$ cat config.mk
export PLATFORM = sky130hd
export DESIGN_NAME = imem_loader_flat
export DESIGN_NICKNAME = d
export VERILOG_FILES = /design/src/rtl/imem_loader_pkg.sv /design/src/rtl/imem_loader_if.sv /design/src/rtl/imem_loader_byte_packer.sv /design/src/rtl/imem_loader.sv /design/src/flat_wrapper.sv
export SDC_FILE = /design/constraint.sdc
export NUM_CORES = 1
export LEC_CHECK = 0
export CORE_MARGIN = 2
export CORE_UTILIZATION = 54
export CTS_CLUSTER_SIZE = 28
export DETAILED_ROUTE_END_ITERATION = 7
export PLACE_DENSITY = 0.9
export SETUP_SLACK_MARGIN = 0.15
export SLEW_MARGIN = 5
export SYNTH_ARGS = -nofsm -noshare
export SYNTH_HDL_FRONTEND = slang
export SYNTH_SLANG_ARGS = --single-unit
$ cat constraint.sdc
create_clock -name clk -period 6 [get_ports clk]
set_input_delay 0.9 -clock clk [delete_from_list [all_inputs] [get_ports clk]]
set_output_delay 0.9 -clock clk [all_outputs]
set_load 0.02 [all_outputs]
$ cat src/rtl/imem_loader_pkg.sv
// rtl/imem_loader_pkg.sv - shared types and constants for the instruction memory loader
package imem_loader_pkg;

  typedef enum logic [1:0] {
    S_LEN,
    S_DATA,
    S_DONE,
    S_ERR
  } state_t;

  localparam int WORD_BYTES          = 4;
  localparam int DEPTH_WORDS_DEFAULT = 256;

endpackage

$ cat src/rtl/imem_loader_if.sv
// rtl/imem_loader_if.sv - byte stream, imem write port and status bundle for the loader
interface imem_loader_if;

  logic [7:0]  byte_data_ld_i;
  logic        byte_valid_ld_i;
  logic        byte_ready_ld_o;
  logic        start_ld_i;
  logic [31:0] addr_imem_ld_o;
  logic [31:0] wr_instr_imem_ld_o;
  logic        wr_en_imem_ld_o;
  logic        cpu_hold_ld_o;
  logic        done_ld_o;
  logic        err_ld_o;
  logic [31:0] words_loaded_ld_o;

  // master is the loader itself; slave is the byte source / memory / core side
  modport master (
    input  byte_data_ld_i, byte_valid_ld_i, start_ld_i,
    output byte_ready_ld_o, addr_imem_ld_o, wr_instr_imem_ld_o, wr_en_imem_ld_o,
    output cpu_hold_ld_o, done_ld_o, err_ld_o, words_loaded_ld_o
  );

  modport slave (
    output byte_data_ld_i, byte_valid_ld_i, start_ld_i,
    input  byte_ready_ld_o, addr_imem_ld_o, wr_instr_imem_ld_o, wr_en_imem_ld_o,
    input  cpu_hold_ld_o, done_ld_o, err_ld_o, words_loaded_ld_o
  );

endinterface

$ cat src/rtl/imem_loader_byte_packer.sv
// rtl/imem_loader_byte_packer.sv - MSB-first byte to 32-bit word packer
// word/word_valid are presented combinationally on the cycle the 4th byte is accepted.
module byte_packer
  import imem_loader_pkg::*;
(
  input  logic        clk,
  input  logic        rst,
  input  logic        clear,
  input  logic        in_valid,
  input  logic [7:0]  in_data,
  output logic [31:0] word,
  output logic        word_valid
);

  logic [23:0] shift;
  logic [1:0]  count;

  always_ff @(posedge clk or posedge rst) begin
    if (rst) begin
      shift <= '0;
      count <= '0;
    end else if (clear) begin
      shift <= '0;
      count <= '0;
    end else if (in_valid) begin
      shift <= {shift[15:0], in_data};
      count <= count + 2'd1;
    end
  end

  assign word       = {shift, in_data};
  assign word_valid = in_valid && (count == 2'(WORD_BYTES - 1));

endmodule

$ cat src/rtl/imem_loader.sv
// rtl/imem_loader.sv - boot loader writing a length-prefixed byte stream into instruction memory
// Holds the core in reset until the last word is committed.
module imem_loader
  import imem_loader_pkg::*;
#(
  parameter logic [31:0] BASE_ADDR   = 32'h0000_0000,
  parameter int          DEPTH_WORDS = DEPTH_WORDS_DEFAULT
) (
  input logic          clk,
  input logic          reset,
  imem_loader_if.master bus
);

  localparam logic [31:0] DEPTH_LIMIT = 32'(DEPTH_WORDS);

  state_t      state;
  logic        ready;
  logic        hold;
  logic        done;
  logic        err;
  logic        wr_en;
  logic [31:0] addr;
  logic [31:0] wr_instr;
  logic [31:0] words_loaded;
  logic [31:0] len;

  logic        accept;
  logic        restart;
  logic [31:0] word;
  logic        word_valid;

  assign accept  = bus.byte_valid_ld_i && ready;
  assign restart = bus.start_ld_i && ((state == S_DONE) || (state == S_ERR));

  byte_packer u_packer (
    .clk        (clk),
    .rst        (reset),
    .clear      (restart),
    .in_valid   (accept),
    .in_data    (bus.byte_data_ld_i),
    .word       (word),
    .word_valid (word_valid)
  );

  always_ff @(posedge clk or posedge reset) begin
    if (reset) begin
      state        <= S_LEN;
      ready        <= 1'b1;
      hold         <= 1'b1;
      done         <= 1'b0;
      err          <= 1'b0;
      wr_en        <= 1'b0;
      addr         <= BASE_ADDR;
      wr_instr     <= '0;
      words_loaded <= '0;
      len          <= '0;
    end else begin
      wr_en <= 1'b0;
      case (state)
        S_LEN: begin
          if (word_valid) begin
            len <= word;
            if (word == 32'd0) begin
              state <= S_DONE;
              done  <= 1'b1;
              ready <= 1'b0;
            end else if (word > DEPTH_LIMIT) begin
              state <= S_ERR;
              err   <= 1'b1;
              ready <= 1'b0;
            end else begin
              state <= S_DATA;
            end
          end
        end
        S_DATA: begin
          if (word_valid) begin
            wr_instr     <= word;
            wr_en        <= 1'b1;
            addr         <= BASE_ADDR + {words_loaded[29:0], 2'b00};
            words_loaded <= words_loaded + 32'd1;
            if (words_loaded + 32'd1 == len) begin
              state <= S_DONE;
              done  <= 1'b1;
              ready <= 1'b0;
            end
          end
        end
        S_DONE, S_ERR: begin
          if (restart) begin
            state        <= S_LEN;
            ready        <= 1'b1;
            hold         <= 1'b1;
            done         <= 1'b0;
            err          <= 1'b0;
            words_loaded <= '0;
            addr         <= BASE_ADDR;
          end else if (state == S_DONE) begin
            // done was raised on the previous edge, so the last write is already in memory
            hold <= 1'b0;
          end
        end
        default: state <= S_LEN;
      endcase
    end
  end

  assign bus.byte_ready_ld_o    = ready;
  assign bus.cpu_hold_ld_o      = hold;
  assign bus.done_ld_o          = done;
  assign bus.err_ld_o           = err;
  assign bus.wr_en_imem_ld_o    = wr_en;
  assign bus.addr_imem_ld_o     = addr;
  assign bus.wr_instr_imem_ld_o = wr_instr;
  assign bus.words_loaded_ld_o  = words_loaded;

endmodule

$ cat src/flat_wrapper.sv
// flat-port wrapper written by rule: the top's interface ports become plain ports
module imem_loader_flat import imem_loader_pkg::*;
#(
  parameter logic [31:0] BASE_ADDR   = 32'h0000_0000,
  parameter int          DEPTH_WORDS = DEPTH_WORDS_DEFAULT
)
  (clk, reset, bus_byte_data_ld_i, bus_byte_valid_ld_i, bus_start_ld_i, bus_byte_ready_ld_o, bus_addr_imem_ld_o, bus_wr_instr_imem_ld_o, bus_wr_en_imem_ld_o, bus_cpu_hold_ld_o, bus_done_ld_o, bus_err_ld_o, bus_words_loaded_ld_o);
  imem_loader_if bus_i ();
  input logic clk;
  input logic reset;
  input wire logic [$bits(bus_i.byte_data_ld_i)-1:0] bus_byte_data_ld_i;
  input wire logic [$bits(bus_i.byte_valid_ld_i)-1:0] bus_byte_valid_ld_i;
  input wire logic [$bits(bus_i.start_ld_i)-1:0] bus_start_ld_i;
  output wire logic [$bits(bus_i.byte_ready_ld_o)-1:0] bus_byte_ready_ld_o;
  output wire logic [$bits(bus_i.addr_imem_ld_o)-1:0] bus_addr_imem_ld_o;
  output wire logic [$bits(bus_i.wr_instr_imem_ld_o)-1:0] bus_wr_instr_imem_ld_o;
  output wire logic [$bits(bus_i.wr_en_imem_ld_o)-1:0] bus_wr_en_imem_ld_o;
  output wire logic [$bits(bus_i.cpu_hold_ld_o)-1:0] bus_cpu_hold_ld_o;
  output wire logic [$bits(bus_i.done_ld_o)-1:0] bus_done_ld_o;
  output wire logic [$bits(bus_i.err_ld_o)-1:0] bus_err_ld_o;
  output wire logic [$bits(bus_i.words_loaded_ld_o)-1:0] bus_words_loaded_ld_o;
  assign bus_i.byte_data_ld_i = bus_byte_data_ld_i;
  assign bus_i.byte_valid_ld_i = bus_byte_valid_ld_i;
  assign bus_i.start_ld_i = bus_start_ld_i;
  assign bus_byte_ready_ld_o = bus_i.byte_ready_ld_o;
  assign bus_addr_imem_ld_o = bus_i.addr_imem_ld_o;
  assign bus_wr_instr_imem_ld_o = bus_i.wr_instr_imem_ld_o;
  assign bus_wr_en_imem_ld_o = bus_i.wr_en_imem_ld_o;
  assign bus_cpu_hold_ld_o = bus_i.cpu_hold_ld_o;
  assign bus_done_ld_o = bus_i.done_ld_o;
  assign bus_err_ld_o = bus_i.err_ld_o;
  assign bus_words_loaded_ld_o = bus_i.words_loaded_ld_o;
  imem_loader #(.BASE_ADDR(BASE_ADDR), .DEPTH_WORDS(DEPTH_WORDS)) u_core (.clk(clk), .reset(reset), .bus(bus_i));
endmodule
Word-level counts from Yosys, hierarchy flattened --
Index checks and enable logic that the tools add are counted. Widths: inputs -> output; s select.
Word-level totals: register bits 161, logic and storage cells 84
Operators by class: reductions and logical operators 19, $lt $le $gt $ge 1, eq/ne operators 13, multiplexer cells 37, add/subtract/negate cells 2
Operators by type and width (number):
- $pmux 32 s2 | 2
- $mux 32 | 3
- $mux 24 | 2
- $add 32x1->32 const B | 1
- $eq 32x32->1 | 1
- $gt 32x9->1 const B | 1
- $logic_not 32->1 | 1
- $mux 1 | 18
- $mux 2 | 8
- $reduce_and 5->1 | 3
- $ne 2x1->1 const B | 4
- $reduce_bool 2->1 | 4
- $eq 2x2->1 const B | 3
- $ne 2x2->1 const B | 3
- $pmux 1 s3 | 2
- $pmux 2 s3 | 1
- $reduce_and 2->1 | 3
- $reduce_and 4->1 | 1
- $logic_and 1x1->1 | 3
- $ne 3x1->1 const B | 1
- $reduce_and 3->1 | 1
- $add 2x1->2 const B | 1
- $eq 2x1->1 const B | 1
- $logic_not 2->1 | 1
- 3 further kinds | 3

Longest topological paths before layout --
word-level depth 5, gate-level depth with buffers 10

By module --
A second synthesis with hierarchy kept.
Second synthesis, totals: cell total of the unflattened synthesis 852, area, all modules 7938.9 sq um
By module, submodules not included:
- imem_loader | seq. area each 3330.7 sq um, area an instance 6780.3 sq um, cells an instance 757, times used 1
- byte_packer | seq. area each 650.6 sq um, area an instance 1158.6 sq um, cells an instance 95, times used 1

Worst setup path after synthesis --
OpenSTA, ideal clock, no wires.
path type register to register, from register u_core.words_loaded[1] (netlist: u_core.bus.words_loaded_ld_o[1]), to register u_core.done (netlist: u_core.bus.done_ld_o), cell stages (with the launch flop) 11, library setup time 78 ps, setup slack 2568 ps, arrival 3354 ps, path through dfrtp_1 > ha_1 > and3_1 > clkbuf_1 > nand2_1 > or4_1 > a22o_1 > or4_1 > or4_1 > or4b_1 > a21oi_1
On the way: cells in the longest elaborated chain, start to end 4
RTL lines:
- start: declaration | line imem_loader.sv:24 | logic [31:0] words_loaded;
- start signal: assignment | line imem_loader.sv:81 | words_loaded <= words_loaded + 32'd1;
- $add 32x1->32 | line imem_loader.sv:82 | if (words_loaded + 32'd1 == len) begin
- $eq 32x32->1 | line imem_loader.sv:82
- $ne 2x1->1 (no line)
- $reduce_and 5->1 (no line)
- end signal: assignment | line imem_loader.sv:65 | done <= 1'b1;
- end signal: assignment | line imem_loader.sv:84 | done <= 1'b1;
- end signal: assignment | line imem_loader.sv:94 | done <= 1'b0;
- end: declaration | line imem_loader.sv:19 | logic done;
No other way between the ends. A chain may end at the register's enable or synchronous reset.

Final worst setup path --
from register u_core.words_loaded[0] (netlist: u_core.bus.words_loaded_ld_o[0]), to register u_core.done (netlist: u_core.bus.done_ld_o)
Same word-level chain as after synthesis.

==> reports/qor.yml <==
cellPowerDensity_mw_per_mm2: 430.2
synth-simple-area-share_pct: 19.53
vias_per_cell: 6.134
synthAdderAreaFrac_pct: 0.3302
finalSetupViolations: 0
clk_pin_slew_ps: 60
r2r-end: "u_core.bus.done_ld_o"
period_share_pct: 66.22
synth-edff-count: 0
slew_violations: 0
yosysTopAreaCell: "dfrtp_1"
dieHeight_um: 122.5
cp.required_ps: 6340
r2r_start: "u_core.bus.words_loaded_ld_o[0]"
status: "finished clean"
grt_usage_pct: 28.16
cts_max_path_buffers: 2
dr.pass1.iters: 8
maxClockFrequency_mhz: 251.7
startpoint_type: "flop"
htreeDepth: 4
postCtsResizedCells: 0
endpoint_kind: "flop"
synth-xor-area-share_pct: 4.392
timing.final.crit_period_ps: 3973
yosys.cell_types.count: 53
rsz0062_at_grt: "no"
seq_area_frac_synth_pct: 52.53
final_common_cell: "nand2_1"
p_leak_nw: 4.127
yosys_warnings: 0
arrival_ps: 4310
synthMuxAreaShare_pct: 5.019
synth.avg_cell_area_um2: 9.533
hold_start: "u_core.bus.wr_instr_imem_ld_o[30]"
die_area_mm2: 0.01500
synth_top_family_by_area: "simple AND/OR/NAND/NOR gates"
rows: 43
hold_end: "u_core.bus.wr_instr_imem_ld_o[30]"
drcViolationCount: 0
hp-class: "flop to flop"
synth-compound-area-share_pct: 14.46
mostFrequentLayoutCells: "nand2_1, dfrtp_1, clkdlybuf4s50_1"
post_cts_buffers: 0
setup_tns_ps: 0
final_nets: 883
critPathKind: "flop to flop"
num_io_pins: 113
ant_nets: 0
grt_overflow_total: 0
grt_pass1_wl_um: 32730
synthArstFlopShare_pct: 100.0
clk_latency_ps: 430
dp_hpwl_um: 13220
final_area_mm2: 0.009309
ir_worst_vdd_uv: 300.9
synthCells: 795
hold_viol: 0
fp.coreArea_mm2: 0.01377
hold_depth: 2
post-route-util_pct: 67.59
cts_tree: "yes"
initial_core_util_pct: 55.02
antenna_cells: 0
gp_congestion: 0.9344
antenna_found_initial: 0
cts_sinks: 159
reg2reg_slack_ps: 2030
vias: 6514
dieWidth_um: 122.5
drt_iter0_markers: 756
grt_pass1_vias: 6164
ys_seq_elements: 159
cts.hold.buffers_added: 0
synth_top_area_share_pct: 51.84
ctsRootBufferMaster: "clkbuf_16"
wl_per_cell_um: 18.92
cap_violations: 0
synth.area.top_cells: "dfrtp_1, nand2_1, mux2_2"
wirelength_um: 20090
portBuffers: 110
ys.flop_type: "dfrtp_1"
drive_above_1_share_pct: 8.844
syn_area_mm2: 0.007579
synthToLayoutAreaGrowth_pct: 22.83
max_slew_margin_pct: 16.37
cts_buffers: 17
finClkSkew_ps: 8.072
worst_slew_pin_slew_ps: 1254
post_dp_cell_area_mm2: 0.008727
grt_max_degree: 108
path_max_fanout: 11
r2r.worst_path.cells: 9
## per-layer routing
metal | vias up | track usage, % | routed length [um] | share of wire (%)
met3 | 46 | 4.740 | 1393 | 6.9
met2 | 337 | 43.75 | 9563 | 48
met1 | 3174 | 40.01 | 8614 | 43
met4 | 0 | 10.42 | 522 | 2.6
li1 | 2957 | - | - | -
met5 | - | 0 | 0 | 0
## worst max path at each step
stage                               startpoint                                 to  slack [ps]  cells past startpoint
3_5_place_dp               bus_byte_valid_ld_i  u_core.bus.wr_instr_imem_ld_o[18]        1820                      8
5_1_grt        u_core.bus.words_loaded_ld_o[0]               u_core.bus.done_ld_o        1670                      9
2_1_floorplan                            reset      u_core.bus.addr_imem_ld_o[10]         810                      1
3_3_place_gp               bus_byte_valid_ld_i  u_core.bus.wr_instr_imem_ld_o[25]        1970                      8
6_report       u_core.bus.words_loaded_ld_o[0]               u_core.bus.done_ld_o        2030                      9
4_1_cts        u_core.bus.words_loaded_ld_o[0]               u_core.bus.done_ld_o        2060                      9
## flip-flops by register name (all words and copies together) (netlist names)
register                       flops
u_core.bus.words_loaded_ld_o      32
u_core.bus.wr_instr_imem_ld_o     32
u_core.len                        32
u_core.bus.addr_imem_ld_o         30
u_core.u_packer.shift             24
u_core.state                       2
u_core.u_packer.count              2
u_core.bus.byte_ready_ld_o         1
u_core.bus.cpu_hold_ld_o           1
u_core.bus.done_ld_o               1
u_core.bus.err_ld_o                1
u_core.bus.wr_en_imem_ld_o         1
## synth_stat cells (6+ instances only)
| library cell | n |
|---|---|
| nand4_1 | 22 |
| nand2_1 | 182 |
| buf_2 | 10 |
| a21oi_1 | 46 |
| and2_1 | 6 |
| and3_1 | 11 |
| xor2_1 | 10 |
| dfrtp_1 | 157 |
| clkbuf_1 | 45 |
| a22o_1 | 30 |
| o21ai_0 | 50 |
| o31ai_1 | 12 |
| nand3_1 | 13 |
| nor2_1 | 30 |
| nor3_1 | 9 |
| xnor2_1 | 28 |
| mux2_2 | 32 |
| nor4_1 | 18 |
| a31oi_1 | 10 |
## where the power goes
group	switching, W	internal, W
clock network	0.000430	0.000628
registers	0.000304	0.00134
logic	0.000726	0.000573
## metrics by stage
step / power [W] / worst slack (ps) / hold WS (ps) / cells
5_1_grt: 0.004212 / 1671 / 495.4 / 1062
3_5_place_dp: 0.002939 / 1819 / 462.1 / 1030
6_report: 0.004005 / 2027 / 475.2 / 1062
2_1_floorplan: 0.002399 / 811.7 / 477.5 / 796
4_1_cts: 0.004007 / 2059 / 478.0 / 1062
3_3_place_gp: 0.002890 / 1972 / 459.8 / 1030
## kinds of logic after synthesis
group | count (synthesis)
multiplexers | 34
XOR/XNOR | 38
AO/OA/AOI/OAI | 173
adder cells (fa/ha/maj) | 2
AND/OR/NAND/NOR | 320
buffers and inverters | 68
other | 1
flip-flops | 159
## worst max-delay path, stage by stage (launching register included)
cell and delay [ps]:
dfrtp_1 580, ha_1 320, nand3_1 240, nor4_1 720, a21oi_1 130, nand4b_1 220, or4_1 530, or4_1 500
or4b_1 500, a21oi_1 140
## layout make-up
class / count / area [um2]
clock buffer: 25 / 505.5
inverter: 5 / 23.77
tap: 180 / 225.2
multi-input combinational: 569 / 3343
timing repair buffer: 117 / 1154
fill: 1077 / 4464
sequential: 159 / 3981
clock inverter: 7 / 76.32
(Power assumes the default switching activity.)
